[src/rtl/grf_write_arbiter_if.sv]
// Writeback handshake bundle: two requesters in, one register-file write port out.
interface grf_write_arbiter_if #(
    parameter int ADDR_W = 5,
    parameter int DATA_W = 32
);
    logic              req0_valid;
    logic              req0_ready;
    logic [ADDR_W-1:0] req0_addr;
    logic [DATA_W-1:0] req0_data;
    logic              req1_valid;
    logic              req1_ready;
    logic [ADDR_W-1:0] req1_addr;
    logic [DATA_W-1:0] req1_data;
    logic              grf_we;
    logic [ADDR_W-1:0] grf_waddr;
    logic [DATA_W-1:0] grf_wdata;

    modport master (
        output req0_valid, req0_addr, req0_data,
        output req1_valid, req1_addr, req1_data,
        input  req0_ready, req1_ready,
        input  grf_we, grf_waddr, grf_wdata
    );

    modport slave (
        input  req0_valid, req0_addr, req0_data,
        input  req1_valid, req1_addr, req1_data,
        output req0_ready, req1_ready,
        output grf_we, grf_waddr, grf_wdata
    );
endinterface

[src/rtl/grf_write_arbiter.sv]
// Round-robin arbiter for the register-file write port, with a per-register
// pending-write scoreboard that issue logic queries for outstanding writes.
module grf_write_arbiter #(
    parameter int GRF_SIZE = 32,
    parameter int CNT_W    = 2
) (
    input  logic                 clk,
    input  logic                 reset,
    grf_write_arbiter_if.slave   bus,
    input  logic                 reserve_en,
    input  logic [4:0]           reserve_addr,
    input  logic [4:0]           query_addr0,
    input  logic [4:0]           query_addr1,
    output logic                 query_busy0,
    output logic                 query_busy1,
    output logic                 overflow
);
    localparam int ADDR_W = 5;
    localparam logic [CNT_W-1:0] CNT_MAX = {CNT_W{1'b1}};

    logic             rr_q, rr_d;
    logic             overflow_q, overflow_d;
    logic [CNT_W-1:0] cnt_q [GRF_SIZE];
    logic [CNT_W-1:0] cnt_d [GRF_SIZE];

    logic              gnt0, gnt1, g_any;
    logic [ADDR_W-1:0] g_addr;
    logic [31:0]       g_data;

    // rr_q names the requester that wins the next contention.
    always_comb begin
        gnt0   = bus.req0_valid && (!bus.req1_valid || !rr_q);
        gnt1   = bus.req1_valid && (!bus.req0_valid ||  rr_q);
        g_any  = gnt0 || gnt1;
        g_addr = gnt1 ? bus.req1_addr : bus.req0_addr;
        g_data = gnt1 ? bus.req1_data : bus.req0_data;
        rr_d   = (bus.req0_valid && bus.req1_valid) ? !rr_q : rr_q;
    end

    always_comb begin
        bus.req0_ready = gnt0;
        bus.req1_ready = gnt1;
        bus.grf_we     = g_any && (g_addr != '0);
        bus.grf_waddr  = g_any ? g_addr : '0;
        bus.grf_wdata  = g_any ? g_data : '0;
    end

    // Entry 0 is never touched, so r0 always reads as idle.
    always_comb begin
        cnt_d      = cnt_q;
        overflow_d = overflow_q;
        for (int i = 1; i < GRF_SIZE; i++) begin
            if (reserve_en && (reserve_addr == ADDR_W'(i)) &&
                !(g_any && (g_addr == ADDR_W'(i)))) begin
                if (cnt_q[i] == CNT_MAX)
                    overflow_d = 1'b1;
                else
                    cnt_d[i] = cnt_q[i] + 1'b1;
            end else if (g_any && (g_addr == ADDR_W'(i)) &&
                         !(reserve_en && (reserve_addr == ADDR_W'(i)))) begin
                if (cnt_q[i] != '0)
                    cnt_d[i] = cnt_q[i] - 1'b1;
            end
        end
    end

    always_ff @(posedge clk) begin
        if (reset) begin
            rr_q       <= 1'b0;
            overflow_q <= 1'b0;
            cnt_q      <= '{default: '0};
        end else begin
            rr_q       <= rr_d;
            overflow_q <= overflow_d;
            cnt_q      <= cnt_d;
        end
    end

    assign query_busy0 = (cnt_q[query_addr0] != '0);
    assign query_busy1 = (cnt_q[query_addr1] != '0);
    assign overflow    = overflow_q;
endmodule

[src/flat_wrapper.sv]
// flat-port wrapper written by rule: the top's interface ports become plain ports
module grf_write_arbiter_flat 
#(
    parameter int GRF_SIZE = 32,
    parameter int CNT_W    = 2
)
  (clk, reset, reserve_en, reserve_addr, query_addr0, query_addr1, query_busy0, query_busy1, overflow, bus_req0_valid, bus_req0_addr, bus_req0_data, bus_req1_valid, bus_req1_addr, bus_req1_data, bus_req0_ready, bus_req1_ready, bus_grf_we, bus_grf_waddr, bus_grf_wdata);
  grf_write_arbiter_if bus_i ();
  input  logic clk;
  input  logic reset;
  input  logic reserve_en;
  input  logic [4:0] reserve_addr;
  input  logic [4:0] query_addr0;
  input  logic [4:0] query_addr1;
  output logic query_busy0;
  output logic query_busy1;
  output logic overflow;
  input wire logic [$bits(bus_i.req0_valid)-1:0] bus_req0_valid;
  input wire logic [$bits(bus_i.req0_addr)-1:0] bus_req0_addr;
  input wire logic [$bits(bus_i.req0_data)-1:0] bus_req0_data;
  input wire logic [$bits(bus_i.req1_valid)-1:0] bus_req1_valid;
  input wire logic [$bits(bus_i.req1_addr)-1:0] bus_req1_addr;
  input wire logic [$bits(bus_i.req1_data)-1:0] bus_req1_data;
  output wire logic [$bits(bus_i.req0_ready)-1:0] bus_req0_ready;
  output wire logic [$bits(bus_i.req1_ready)-1:0] bus_req1_ready;
  output wire logic [$bits(bus_i.grf_we)-1:0] bus_grf_we;
  output wire logic [$bits(bus_i.grf_waddr)-1:0] bus_grf_waddr;
  output wire logic [$bits(bus_i.grf_wdata)-1:0] bus_grf_wdata;
  assign bus_i.req0_valid = bus_req0_valid;
  assign bus_i.req0_addr = bus_req0_addr;
  assign bus_i.req0_data = bus_req0_data;
  assign bus_i.req1_valid = bus_req1_valid;
  assign bus_i.req1_addr = bus_req1_addr;
  assign bus_i.req1_data = bus_req1_data;
  assign bus_req0_ready = bus_i.req0_ready;
  assign bus_req1_ready = bus_i.req1_ready;
  assign bus_grf_we = bus_i.grf_we;
  assign bus_grf_waddr = bus_i.grf_waddr;
  assign bus_grf_wdata = bus_i.grf_wdata;
  grf_write_arbiter #(.GRF_SIZE(GRF_SIZE), .CNT_W(CNT_W)) u_core (.clk(clk), .reset(reset), .bus(bus_i), .reserve_en(reserve_en), .reserve_addr(reserve_addr), .query_addr0(query_addr0), .query_addr1(query_addr1), .query_busy0(query_busy0), .query_busy1(query_busy1), .overflow(overflow));
endmodule
[config.mk]
export PLATFORM = sky130hd
export DESIGN_NAME = grf_write_arbiter_flat
export DESIGN_NICKNAME = d
export VERILOG_FILES = /design/src/rtl/grf_write_arbiter_if.sv /design/src/rtl/grf_write_arbiter.sv /design/src/flat_wrapper.sv
export SDC_FILE = /design/constraint.sdc
export NUM_CORES = 1
export LEC_CHECK = 0
export CAP_MARGIN = 15
export CORE_ASPECT_RATIO = 0.8
export CORE_MARGIN = 3
export CORE_UTILIZATION = 45
export DETAILED_ROUTE_END_ITERATION = 8
export PLACE_DENSITY = 0.79
export SLEW_MARGIN = 10
export SYNTH_ARGS = -nofsm -noshare
export SYNTH_HDL_FRONTEND = slang
export SYNTH_SLANG_ARGS = --single-unit
[constraint.sdc]
create_clock -name clk -period 2.7 [get_ports clk]
set_clock_uncertainty 0.15 [all_clocks]
set_input_delay 0.675 -clock clk [delete_from_list [all_inputs] [get_ports clk]]
set_output_delay 0.675 -clock clk [all_outputs]
set_load 0.05 [all_outputs]
==> out/results.ini <==
[status]
status=finished, violations left
failed_checks=negative setup slack

[clock_network]
cts.sink_count=64
cts_tree=yes
postCtsHoldBufs=0
insertion_delay_ns=0.34
htree_levels=3
cts_made_buffers=9
cts_root_buf=clkbuf_16
cts_buffer_depth=2
clk_pin_slew_ns=0.05

[pwr]
clkPwrFrac_pct=35.9
p_int_mw=2.392
irDropWorstVdd_v=0.0003754
combPwrFrac_pct=36.5
pwr-share-seq_pct=27.5
switching_share_pct=31.31
leakage_nw=3.684
p_sw_mw=1.090
finalPower_mw=3.482
powerDensity_mw_per_mm2=366.2

[synth]
syn-instance-count=734
synth.cell_area_mm2=0.005174
yosysTopAreaCell=dfxtp_1
yosysTopAreaCellShare_pct=24.76
avgSynthCellArea_um2=7.049
ys.flop_type=dfxtp_1
synth_cell_type_count=57
async_reset_ff_share_pct=0
ys_warn_count=0
yosys-top-cells-area=dfxtp_1 (25%), nand2_1 (8.1%), a21oi_1 (7.5%)
synth_edf_count=0
synth_nets=828
synth_seq_cells=64
yosysSeqAreaShare_pct=24.76

[timing]
grt_setup_unrepaired=true
period_share_pct=112.7
fin_crit_ns=3.043
maxClockFrequency_mhz=328.6
drv_slew=0
max_slew_margin_pct=58.03
hold_violations=0
setup_viol=7
tns_ns=-0.6748
worst_slew_pin_slew_ns=0.6229
finalWorstSetupSlack_ns=-0.3432

[layout]
drive_above_1_share_pct=37.57
num-fill-cells=586
final_util_pct=85.96
final_cell_area_mm2=0.009508
seqCellArea_mm2=0.001316
multiInputGateArea_mm2=0.004328
area_delta_synth_final_pct=83.77
diodes=0
finalNonFillerCells=1182
fin_nets=1128

[floorplan]
rows=34
die_w_um=125.9
ios=137
core_area_mm2=0.01106
die_h_um=101.9
start_util_pct=46.78
design.die.area_mm2=0.01283

[job]
cap_violations=0

[route]
vias=7760
vias_per_cell=6.565
wirelength_mm=26.31
drc=0
ant_nets=0
post_drt_wl_per_cell_um=22.26
dr.pass1.iters=7
drtIter0Drc=1184

[worst_setup_path]
critPathKind=in -> out
cp_max_fo=6
cp.required_ns=1.88
critical_path.startpoint_type=input port
arrival_ns=2.22
endpoint_kind=output pin

[placed_design]
port_buffers=136
gp_congestion=1.015
placed_cells=1142
place_hpwl_mm=17.69
placed_cell_area_mm2=0.008503

[global_routing]
grt-ovfl-total=0
grt_pass1_vias=7281
grt_usage_pct=36.96
grt_max_degree=35
antenna_found_initial=1
grt_pass1_wl_mm=37.52

[worst_hold_path]
hp-class=reg -> reg

[state kept, by name, indices dropped and copies added, names as in the netlist]
register and count:
u_core.cnt_q 62, u_core.overflow 1, u_core.rr_q 1
[area by class of cell]
class / count / share of cell area (%)
timing repair buffer: 324 / 35.16
inverter: 10 / 0.3948
sequential: 64 / 13.84
tap: 144 / 1.895
clock buffer: 11 / 2.448
clock inverter: 4 / 0.7369
multi-input combinational: 625 / 45.52
[placed cells by master (no fill, tap or decap), types with 5 or more instances in the layout]
cell type        synthesis  final
nand4_1                 16     16
a211oi_2                 0      8
and2_1                  14     13
inv_1                   10      9
buf_4                    0    171
nor3_2                   0      6
nand3_1                 27     27
buf_6                    1     10
a21oi_1                 78     69
clkbuf_16                0      9
nor3b_1                  6      5
or3_1                   21     21
a22o_4                   0     36
nor2_1                  68     54
dfxtp_2                  0     16
a31oi_1                 17     16
buf_12                   0     44
o21a_1                   8      8
nand2b_1                 8      7
nand3b_1                15     15
dfxtp_1                 64     44
a2111o_1                 5      5
o21bai_1                 7      7
nand2_1                112    112
a32o_1                   6      6
a211oi_1                19     11
mux4_2                  10     10
a211o_1                  5      5
buf_8                    0      8
o21ai_0                 62     55
and3_1                  11     11
nor2_2                   0     11
a21oi_2                  3      8
nor2b_1                  8      6
nor3_1                  19     11
clkdlybuf4s50_1          0     77
a21o_1                   5      5
[repair_timing]
| action | 4_1_cts | 5_1_grt |
|---|---|---|
| buffers inserted | 16 | 7 |
| gates cloned | 5 | 0 |
| setup endpoints to repair | 56 | 16 |
| resized for setup | 107 | 89 |
| pin swaps | 17 | 38 |
[routing by layer]
layer | track usage [%] | up-vias | part of all wire [%] | routed length (µm)
met5 | 0 | - | 0.042 | 11
met4 | 15.25 | 2 | 5.2 | 1367
met3 | 8.359 | 163 | 11 | 3011
met2 | 63.10 | 607 | 47 | 12350
met1 | 45.65 | 3617 | 36 | 9568
li1 | - | 3371 | - | -
[synthesized netlist by cell type (14+ instances only)]
| library cell | n |
|---|---|
| a211oi_1 | 19 |
| a21oi_1 | 78 |
| a22o_1 | 36 |
| a31oi_1 | 17 |
| and2_1 | 14 |
| clkbuf_1 | 25 |
| dfxtp_1 | 64 |
| nand2_1 | 112 |
| nand3_1 | 27 |
| nand3b_1 | 15 |
| nand4_1 | 16 |
| nor2_1 | 68 |
| nor3_1 | 19 |
| o21ai_0 | 62 |
| or3_1 | 21 |
[final timing paths]
path / from / endpoint / slack [ns] / cells after the start
setup / recovery: query_addr1[1] / query_busy1 / -0.34 / 10
hold / removal: u_core.cnt_q[27]$_SDFFE_PP0P_ / u_core.cnt_q[27]$_SDFFE_PP0P_ / 0.34 / 2
hold reg to reg: u_core.cnt_q[27]$_SDFFE_PP0P_ / u_core.cnt_q[27]$_SDFFE_PP0P_ / 0.34 / 2
setup reg to reg: u_core.rr_q$_SDFFE_PP0P_ / u_core.cnt_q[31]$_SDFFE_PP0P_ / 0.11 / 14
[kinds of logic after synthesis]
group	Yosys count	share of synthesized area, %
buffers and inverters	45	3.555
AO/OA/AOI/OAI	269	33.98
AND/OR/NAND/NOR	343	32.79
XOR/XNOR	1	0.1693
flip-flops	64	24.76
multiplexers	12	4.740
[worst max-delay path, cell delays in order]
cell,delay (ns)
buf_12,0.11
buf_4,0.15
nor3_1,0.21
a21oi_1,0.10
a211oi_1,0.32
a211oi_2,0.09
a211oi_2,0.23
buf_4,0.15
a21oi_4,0.03
buf_12,0.15
[through the flow]
stage	hold WS [ns]	worst slack, ns
2_1_floorplan	0.3178	-0.2436
3_3_place_gp	0.3275	-0.7351
3_5_place_dp	0.3456	-0.7395
4_1_cts	0.3515	-0.3329
5_1_grt	0.3620	-0.4122
6_report	0.3426	-0.3432
[power by group through the flow]
stage	clock network (mW)	registers, mW	logic, mW
floorplan	0	0.980	0.532
global placement	0	0.981	1.10
detailed placement	0	0.981	1.12
CTS	1.24	0.962	1.20
global route	1.27	0.960	1.31
finish	1.25	0.959	1.27
No activity file was read; power rests on OpenSTA's default activity.
